File: src/rtl/vga_timing_pkg.sv
// 640x480@60 VGA timing constants shared by the sync generator
// and the downstream pixel generators.
package vga_timing_pkg;

  localparam int H_DISP  = 640;
  localparam int H_FRONT = 16;
  localparam int H_SYNC  = 96;
  localparam int H_BACK  = 48;

  localparam int V_DISP  = 480;
  localparam int V_FRONT = 10;
  localparam int V_SYNC  = 2;
  localparam int V_BACK  = 33;

  localparam int H_TOTAL =
    H_DISP + H_FRONT + H_SYNC + H_BACK;
  localparam int V_TOTAL =
    V_DISP + V_FRONT + V_SYNC + V_BACK;

  localparam int H_RETRACE_START = H_DISP + H_FRONT;
  localparam int H_RETRACE_END   =
    H_DISP + H_FRONT + H_SYNC - 1;
  localparam int V_RETRACE_START = V_DISP + V_FRONT;
  localparam int V_RETRACE_END   =
    V_DISP + V_FRONT + V_SYNC - 1;

  typedef struct packed {
    logic hs;
    logic vs;
  } sync_t;

  // Map a raw retrace term onto the pin level for a polarity.
  function automatic logic sync_level(
    input logic retrace,
    input logic pol
  );
    return pol ? retrace : ~retrace;
  endfunction

endpackage

File: src/rtl/mod_m_counter.sv
// Free-running modulo-M counter with a terminal-count decode,
// used as the pixel tick divider.
module mod_m_counter #(
  parameter int M = 4
) (
  input  logic clk,
  input  logic reset,
  output logic max_tick
);

  localparam int W = (M > 1) ? $clog2(M) : 1;
  localparam logic [W-1:0] LAST = W'(M - 1);

  logic [W-1:0] q;

  always_ff @(posedge clk) begin
    if (reset) begin
      q <= '0;
    end else if (q == LAST) begin
      q <= '0;
    end else begin
      q <= q + 1'b1;
    end
  end

  assign max_tick = (q == LAST);

endmodule

File: src/rtl/vga_sync_gen.sv
// VGA timing generator: pixel tick, counts, video_on,
// delayed hsync/vsync and a frame_start pulse.
module vga_sync_gen #(
  parameter int H_DISP     = vga_timing_pkg::H_DISP,
  parameter int H_FRONT    = vga_timing_pkg::H_FRONT,
  parameter int H_SYNC     = vga_timing_pkg::H_SYNC,
  parameter int H_BACK     = vga_timing_pkg::H_BACK,
  parameter int V_DISP     = vga_timing_pkg::V_DISP,
  parameter int V_FRONT    = vga_timing_pkg::V_FRONT,
  parameter int V_SYNC     = vga_timing_pkg::V_SYNC,
  parameter int V_BACK     = vga_timing_pkg::V_BACK,
  parameter int TICK_DIV   = 4,
  parameter int SYNC_DELAY = 2,
  parameter int SYNC_POL   = 0
) (
  input  logic       clk,
  input  logic       reset,
  output logic       p_tick,
  output logic [9:0] pixel_x,
  output logic [9:0] pixel_y,
  output logic       video_on,
  output logic       hsync,
  output logic       vsync,
  output logic       frame_start
);

  import vga_timing_pkg::*;

  localparam int HT = H_DISP + H_FRONT + H_SYNC + H_BACK;
  localparam int VT = V_DISP + V_FRONT + V_SYNC + V_BACK;

  localparam logic [9:0] H_LAST = 10'(HT - 1);
  localparam logic [9:0] V_LAST = 10'(VT - 1);
  localparam logic [9:0] H_VIS  = 10'(H_DISP);
  localparam logic [9:0] V_VIS  = 10'(V_DISP);

  localparam logic [9:0] HR_LO = 10'(H_DISP + H_FRONT);
  localparam logic [9:0] HR_HI =
    10'(H_DISP + H_FRONT + H_SYNC - 1);
  localparam logic [9:0] VR_LO = 10'(V_DISP + V_FRONT);
  localparam logic [9:0] VR_HI =
    10'(V_DISP + V_FRONT + V_SYNC - 1);

  localparam logic  POL  = 1'(SYNC_POL);
  localparam sync_t IDLE = {~POL, ~POL};

  logic [9:0] h_count;
  logic [9:0] v_count;
  logic       h_end;
  logic       v_end;
  logic       h_ret;
  logic       v_ret;
  sync_t      raw;

  sync_t [SYNC_DELAY-1:0] pipe;

  mod_m_counter #(
    .M(TICK_DIV)
  ) u_tick (
    .clk     (clk),
    .reset   (reset),
    .max_tick(p_tick)
  );

  assign h_end = (h_count == H_LAST);
  assign v_end = (v_count == V_LAST);

  always_ff @(posedge clk) begin
    if (reset) begin
      h_count <= '0;
    end else if (p_tick) begin
      h_count <= h_end ? '0 : h_count + 10'd1;
    end
  end

  always_ff @(posedge clk) begin
    if (reset) begin
      v_count <= '0;
    end else if (p_tick && h_end) begin
      v_count <= v_end ? '0 : v_count + 10'd1;
    end
  end

  assign pixel_x  = h_count;
  assign pixel_y  = v_count;
  assign video_on = (h_count < H_VIS) &&
                    (v_count < V_VIS);

  assign h_ret = (h_count >= HR_LO) &&
                 (h_count <= HR_HI);
  assign v_ret = (v_count >= VR_LO) &&
                 (v_count <= VR_HI);

  always_comb begin
    raw    = IDLE;
    raw.hs = sync_level(h_ret, POL);
    raw.vs = sync_level(v_ret, POL);
  end

  // Runs every clk so the lag matches the RGB pipeline depth.
  always_ff @(posedge clk) begin
    if (reset) begin
      pipe <= {SYNC_DELAY{IDLE}};
    end else begin
      pipe[0] <= raw;
      for (int i = 1; i < SYNC_DELAY; i++) begin
        pipe[i] <= pipe[i-1];
      end
    end
  end

  assign hsync = pipe[SYNC_DELAY-1].hs;
  assign vsync = pipe[SYNC_DELAY-1].vs;

  always_ff @(posedge clk) begin
    if (reset) begin
      frame_start <= 1'b0;
    end else begin
      frame_start <= p_tick && h_end && v_end;
    end
  end

endmodule

File: config.mk
export PLATFORM = sky130hd
export DESIGN_NAME = vga_sync_gen
export DESIGN_NICKNAME = d
export VERILOG_FILES = /design/src/rtl/vga_timing_pkg.sv /design/src/rtl/mod_m_counter.sv /design/src/rtl/vga_sync_gen.sv
export SDC_FILE = /design/constraint.sdc
export NUM_CORES = 1
export LEC_CHECK = 0
export BUFFER_PORTS_ARGS = -buffer_cell sky130_fd_sc_hd__buf_2
export CAP_MARGIN = 20
export CORE_UTILIZATION = 55
export DETAILED_ROUTE_END_ITERATION = 12
export PLACE_DENSITY = 0.81
export RECOVER_POWER = 50
export SLEW_MARGIN = 20
export SYNTH_ARGS = -nofsm -noshare
export SYNTH_HDL_FRONTEND = slang
export SYNTH_HIERARCHICAL = 1
export SYNTH_SLANG_ARGS = --single-unit
File: constraint.sdc
create_clock -name clk -period 5.5 [get_ports clk]
set_clock_uncertainty 0.15 [all_clocks]
set_input_delay 0.275 -clock clk [delete_from_list [all_inputs] [get_ports clk]]
set_output_delay 0.275 -clock clk [all_outputs]
set_load 0.01 [all_outputs]
==> summary.md, run 1 <==
| Metric | Value |
|---|---|
| Min Tclk post-route | between 2 and 2.5 ns |
| Syn-to-layout area delta | 11.7% |
| Die X | 49.2 um |
| H-tree levels | 1 |
| Data required, critical path | 5.62 ns |
| Post-Synth Simple-Gate Area | 0.316 |
| Total GRT Usage | 0.247 |
| Reg2reg path depth | 5 |
| FP Rows | 16 |
| # clock sinks | 27 |
| Resized Gates After CTS | 0 |
| Ant diodes | 0 |
| Yosys top cell area share | 0.442 |
| Worst-path fanout max | 12 |
| Seq. cell area | between 500 and 600 um2 |
| Residual DRC | 0 |
| RR Endpoint | pixel_y[7] |
| Pwr Total | 297 uW |
| First-pass GRT wire length | 4440 um |
| Most frequent cells in the layout | 27 x dfxtp_1, 20 x clkbuf_1, 16 x nor2_1 |
| Hold violation count in the final report | 0 |
| Dpl cell area | 1370 um2 |
| Die Y | 49.2 um |
| Initial antenna violation count | 0 |
| Reg2Reg Setup Slack | 3.23 ns |
| PwrDens | 217 nW/um2 |
| Hold Path End | pixel_x[4] |
| Most used DFF post-synth | dfxtp_1 |
| Hold Crit Class | in -> reg |
| Synthesized flop and latch total | 27 |
| Number of global-route vias before repair | 941 |
| Final Wtd Congestion | just under 0.8 |
| Hold path cells | 2 |
| Port Buffer Count | 26 |
| Sum of negative setup slack | 0 ns |
| CTS tree | done |
| Synth Area in Adders | 0.0511 |
| Reg2reg start | u_tick/q[0] |
| Area taken by multi-input logic gates | 644 um2 |
| Sequential area share after synthesis | 0.442 |
| Largest cells by area after synthesis | dfxtp_1 44%, ha_1 5.1%, nor2_1 4.9% |
| Min Hold Slack | ~0.11 ns |
| Max_cap viols | 0 |
| Slew Viols, Final | 0 |
| Crit share post-route | 0.413 |
| Clk root buf | clkbuf_4 |
| Peak VDD IR | around 150 uV |
| Via/cell ratio | 5.64 |
| Initial core utilization | 0.605 |
| Largest family of logic cells by synthesized area | simple AND/OR/NAND/NOR gates |
| Critical path, cell by cell | ha_1, and4_4, nand4b_2, or4_1, a21oi_1 |
| Number of synthesized flops with an enable pin | 0 |
| Pleak | around 0.5 nW |
| Reg clk slew, reported paths | 0.14 ns |
| Tightest Pin Transition | 0.393 ns |
| Area leader, netlist | dfxtp_1 |
| Routed WL | 2700 um |
| Fraction of registers with async set/reset | 0 |
| Cell area after layout | 1370 um2 |
| Commonest non-fill, non-tap cell in the layout | dfxtp_1 |
| Final Setup Violations | 0 |
| Clock latency on the worst-skew pair | around 0.33 ns |
| Post-route ant nets | 0 |
| Clk buf depth | 2 |
| Initial DRC count | 28 |
| Crit Path Class | reg -> reg |
| Startpoint Class | flop |
| Num ports | 27 |
| Post-Syn Area | 1220 um2 |
| Cell variety after synth | 34 |
| Slew headroom | 0.737 |
| Share of cells above drive strength 1 | 0.0920 |
| Core Box Area | between 2000 and 2500 um2 |
| Grt ovf | 0 |
| Largest net degree at the start of global routing | 16 |
| Multiplexer share of the synthesized area | 0.00818 |
| Final core occ | 0.676 |
| Nets | 171 |
| CTS Buf Count | 3 |
| Post-CTS setup buffer count | 0 |
| Synth Area in XOR/XNOR | 0.0787 |
| First-pass DRT Iterations | 4 |
| Fmax | 441 MHz |
| Worst setup EP type | flop |
| Die area | 2420 um2 |
| RSZ-0062 raised after global routing | false |
| CP arrival | between 2 and 2.5 ns |
| CP peak stage delay | 0.54 ns |
| Post-synth net total | 143 |
| Synth Area in Compound Gates | 0.0808 |
| Fill cell count | 184 |
| Yosys warns | 6 |
| Synthesized instance count | 136 |
| Status | completed |
| Cts hold-fix bufs | 0 |
| Slowest cell on crit path | or4_1 |
| DR WL/cell | 14.2 um |
| Vias | between 1000 and 1500 |
| Hold path start | reset |
| Dpl hpwl | 1930 um |
| Mean Syn Cell Area | 9.00 um2 |
## report_power, final
group / total [mW] / leakage (nW) / switching, mW / internal (mW)
sequential: 0.200 / 0.218 / 0.00188 / 0.198
combinational: 0.0119 / 0.266 / 0.00728 / 0.00459
clock: 0.0851 / 0.0177 / 0.0577 / 0.0273
## cells by family after synthesis
group,count (synthesis)
AND/OR/NAND/NOR,67
AO/OA/AOI/OAI,18
flip-flops,27
XOR/XNOR,11
adder cells (fa/ha/maj),5
buffers and inverters,7
multiplexers,1
## how the worst max path moves through the flow
stage | cells past startpoint | slack [ns] | startpoint | endpoint
2_1_floorplan | 7 | 3.49 | u_tick/q[0] | pixel_y[3]
3_3_place_gp | 5 | 3.35 | u_tick/q[0] | pixel_y[7]
3_5_place_dp | 5 | 3.21 | u_tick/q[0] | pixel_y[7]
4_1_cts | 5 | 3.18 | u_tick/q[0] | pixel_y[7]
5_1_grt | 5 | 3.06 | u_tick/q[0] | pixel_y[7]
6_report | 5 | 3.23 | u_tick/q[0] | pixel_y[7]
## synth_stat cells, drive strengths merged, types with 5 or more instances
master and instances:
dfxtp 27, nor2 16, nand2 11, a21oi 10, nand4 7, o21ai 6, or3 6, xor2 6
ha 5, nor3 5, xnor2 5
## sequential cells by signal (all words and copies together), names as in the netlist
register,cells
hsync,1
vsync,1
pixel_y,10
pixel_x,10
frame_start,1
pipe,2
u_tick/q,2
## metrics by stage
stage / worst slack, ns / std cells
floorplan: 3.49 / 136
global route: 3.06 / 190
finish: 3.23 / 190
global placement: 3.35 / 186
detailed placement: 3.21 / 186
CTS: 3.18 / 190
## area by class of cell
cell class / count / area share
Multi-Input combinational cell: 102 / 0.472
Sequential cell: 27 / 0.396
Timing Repair Buffer: 26 / 0.0769
Tap cell: 27 / 0.0247
Clock buffer: 3 / 0.0165
Inverter: 4 / 0.0110
Clock inverter: 1 / 0.00366
## routing by layer
metal,wire (um),part of all wire,vias to the layer above,track usage
met5,0,0,-,0
met4,23,0.0085,0,0.0980
met3,123,0.046,2,0.0405
met2,1340,0.50,32,0.411
met1,1210,0.45,500,0.317
li1,-,-,537,-
## critical path: cells and delay by family (launching register included)
kind / cells / cell delay, ns
fa+ha+maj: 1 / 0.40
flops: 1 / 0.37
simple gates: 3 / 1.13
compound gates: 1 / 0.15
Note: power is estimated with default switching activity, not from simulation.
==> inputs of run 2 (changes only) <==
ABC_AREA = 1   (was not set)
CORE_UTILIZATION = 49   (was 55)
PLACE_DENSITY = 0.75   (was 0.81)
clock period = 2 ns   (was 5.5 ns; I/O delays follow)
==> summary.md, run 2 <==
| Metric | Value |
|---|---|
| Status | completed (unchanged) |
| Crit Path Class | reg -> reg (unchanged) |
| Total GRT Usage | 0.195 (was 0.247) |
| Hold path cells | 1 (was 2) |
| Synthesized flop and latch total | 27 (unchanged) |
| Sequential area share after synthesis | 0.378 (was 0.442) |
| Routed WL | 2940 um (was 2700 um) |
| Initial antenna violation count | 0 (unchanged) |
| Fmax | 554 MHz (was 441 MHz) |
| Slew Viols, Final | 0 (unchanged) |
| Largest net degree at the start of global routing | 17 (was 16) |
| Post-Syn Area | 1430 um2 (was 1220 um2) |
| First-pass DRT Iterations | 4 (unchanged) |
| CP arrival | 1.86 ns (was 2.39 ns) |
| Clk buf depth | 2 (unchanged) |
| Number of global-route vias before repair | 1113 (was 941) |
| Yosys top cell area share | 0.378 (was 0.442) |
| Num ports | 27 (unchanged) |
| Most frequent cell after synthesis | nand2_1 (was dfxtp_1) |
| Final Setup Violations | 0 (unchanged) |
| Ant diodes | 0 (unchanged) |
| Hold Crit Class | reg -> reg (was in -> reg) |
| Post-route ant nets | 0 (unchanged) |
| Clock latency on the worst-skew pair | 0.32 ns (was 0.33 ns) |
| Hold path start | pipe[0] (was reset) |
| Sum of negative setup slack | 0 ns (unchanged) |
| CTS tree | done (unchanged) |
| Yosys warns | 6 (unchanged) |
| Post-synth net total | 205 (was 143) |
| Share of cells above drive strength 1 | 0.131 (was 0.0920) |
| Grt ovf | 0 (unchanged) |
| Seq. cell area | 541 um2 (unchanged) |
| Via/cell ratio | 5.04 (was 5.64) |
| CTS Buf Count | 3 (unchanged) |
| Initial core utilization | 0.518 (was 0.605) |
| Nets | 237 (was 171) |
| Resized Gates After CTS | 0 (unchanged) |
| Initial DRC count | 40 (was 28) |
| Most frequent cells in the layout | 40 x nand2_1, 33 x nor2_1, 29 x inv_1 (was 27 x dfxtp_1, 20 x clkbuf_1, 16 x nor2_1) |
| Max_cap viols | 0 (unchanged) |
| Startpoint Class | flop (unchanged) |
| RSZ-0062 raised after global routing | false (unchanged) |
| Fill cell count | 263 (was 184) |
| Most used DFF post-synth | dfxtp_1 (unchanged) |
| Reg2Reg Setup Slack | 0.20 ns (was 3.23 ns) |
| Area taken by multi-input logic gates | 757 um2 (was 644 um2) |
| Reg2reg path depth | 9 (was 5) |
| Final Instance Count excl. Fillers | 260 (was 190) |
| Mean Syn Cell Area | 7.22 um2 (was 9.00 um2) |
| Fin worst setup slack | 0.196 ns (was 3.23 ns) |
| Placed cells | 255 (was 186) |
| # clock sinks | 27 (unchanged) |
| Reg2reg start | pixel_x[0] (was u_tick/q[0]) |
| Number of synthesized flops with an enable pin | 0 (unchanged) |
| Data required, critical path | 2.05 ns (was 5.62 ns) |
| Min Tclk post-route | 1.80 ns (was 2.27 ns) |
| H-tree levels | 1 (unchanged) |
| Area leader, netlist | dfxtp_1 (unchanged) |
| Crit share post-route | 0.902 (was 0.413) |
| Worst setup EP type | flop (unchanged) |
| Clk root buf | clkbuf_4 (unchanged) |
| FP Rows | 19 (was 16) |
| Residual DRC | 0 (unchanged) |
| Reg clk slew, reported paths | 0.15 ns (was 0.14 ns) |
| Slew headroom | 0.578 (was 0.737) |
| Pwr Total | 838 uW (was 297 uW) |
| DR WL/cell | 11.3 um (was 14.2 um) |
| Dpl cell area | 1590 um2 (was 1370 um2) |
| Die area | 3140 um2 (was 2420 um2) |
| RR Endpoint | pixel_y[6] (was pixel_y[7]) |
| Final Wtd Congestion | 0.862 (was 0.789) |
| Pre-CTS WS | 0.285 ns (was 3.21 ns) |
| Peak VDD IR | 394 uV (was 154 uV) |
| PwrDens | 522 nW/um2 (was 217 nW/um2) |
| Commonest non-fill, non-tap cell in the layout | nand2_1 (was dfxtp_1) |
| Min Hold Slack | 0.279 ns (was 0.106 ns) |
| Port Buffer Count | 26 (unchanged) |
| Syn-to-layout area delta | 12.3% (was 11.7%) |
| First-pass GRT wire length | 4930 um (was 4440 um) |
| Fraction of registers with async set/reset | 0 (unchanged) |
| Hold violation count in the final report | 0 (unchanged) |
| Tightest Pin Transition | 0.633 ns (was 0.393 ns) |
| Pleak | 0.702 nW (was 0.501 nW) |
| Final core occ | 0.582 (was 0.676) |
| Largest cells by area after synthesis | dfxtp_1 38%, nand2_1 11%, nor2_1 8.7% (was dfxtp_1 44%, ha_1 5.1%, nor2_1 4.9%) |
| Die Y | 56 um (was 49.2 um) |
| Vias | 1311 (was 1071) |
| Cell area after layout | 1610 um2 (was 1370 um2) |
| Die X | 56 um (was 49.2 um) |
| Core Box Area | 2760 um2 (was 2020 um2) |
| Worst-path fanout max | 9 (was 12) |
| Hold Path End | vsync (was pixel_x[4]) |
| Cell variety after synth | 28 (was 34) |
| Synthesized instance count | 198 (was 136) |
| Synth cell count leaders | 40 x nand2_1, 33 x nor2_1, 29 x inv_1 (was 27 x dfxtp_1, 16 x nor2_1, 11 x nand2_1) |
| Dpl hpwl | 2250 um (was 1930 um) |
==> run 2: cell types whose count changed in the layout (fill, tap and decap cells not counted), sizes merged, moves of 3 or more <==
cell	before	now
clkbuf	23	26
nor2	16	36
or3	6	0
xor2	6	1
nand2	11	44
nand3	4	19
inv	4	30
xnor2	5	1
==> run 2: kinds of logic after synthesis <==
family,synth area share
compound gates,0.0744
flops,0.378
simple gates,0.399
xor+xnor,0.0123
fa+ha+maj,0.0438
buf+inv,0.0919
==> run 2: final cells by class <==
class                      count  area share
tap                           31      0.0242
clock buffer                   3      0.0140
multi-input combinational    139       0.472
inverter                      30      0.0701
clock inverter                 1     0.00468
sequential                    27       0.337
timing repair buffer          29      0.0787
==> run 2: worst max-delay path by stage <==
stage | startpoint | endpoint | slack, ns | cells after the start
after floorplan | pixel_x[0] | pixel_y[9] | 0.41 | 9
after global placement | pixel_x[0] | pixel_y[6] | 0.35 | 9
after detailed placement | pixel_x[0] | pixel_y[9] | 0.29 | 9
after CTS | pixel_x[0] | pixel_y[9] | 0.23 | 9
after global routing | pixel_x[0] | pixel_y[6] | 0.07 | 9
final | pixel_x[0] | pixel_y[6] | 0.20 | 9
==> run 2: where the power goes <==
group	switching [mW]	total (mW)	internal (mW)
clock	0.167	0.243	0.0764
combinational	0.0284	0.0433	0.0149
sequential	0.00500	0.551	0.546
==> run 2: routing by layer <==
layer,vias to the layer above,share of wire,GRT usage
li1,691,-,-
met1,584,0.51,0.286
met2,34,0.42,0.282
met3,2,0.066,0.0302
met4,0,0.0065,0.0801
met5,-,0,0
==> run 2: critical path, cell delays in order, from the launching register on <==
cell and delay [ns]:
dfxtp_1 0.43, ha_1 0.21, nand2_1 0.08, nor2_2 0.15
nand2_2 0.08, nor2_4 0.17, buf_4 0.22, nand2_1 0.06
nand2_1 0.07, a21oi_2 0.05
==> run 2: repair_timing <==
item | 4_1_cts | 5_1_grt
setup buffers | 0 | 0
hold endpoints to repair | 7 | 0
hold buffers | 1 | 0
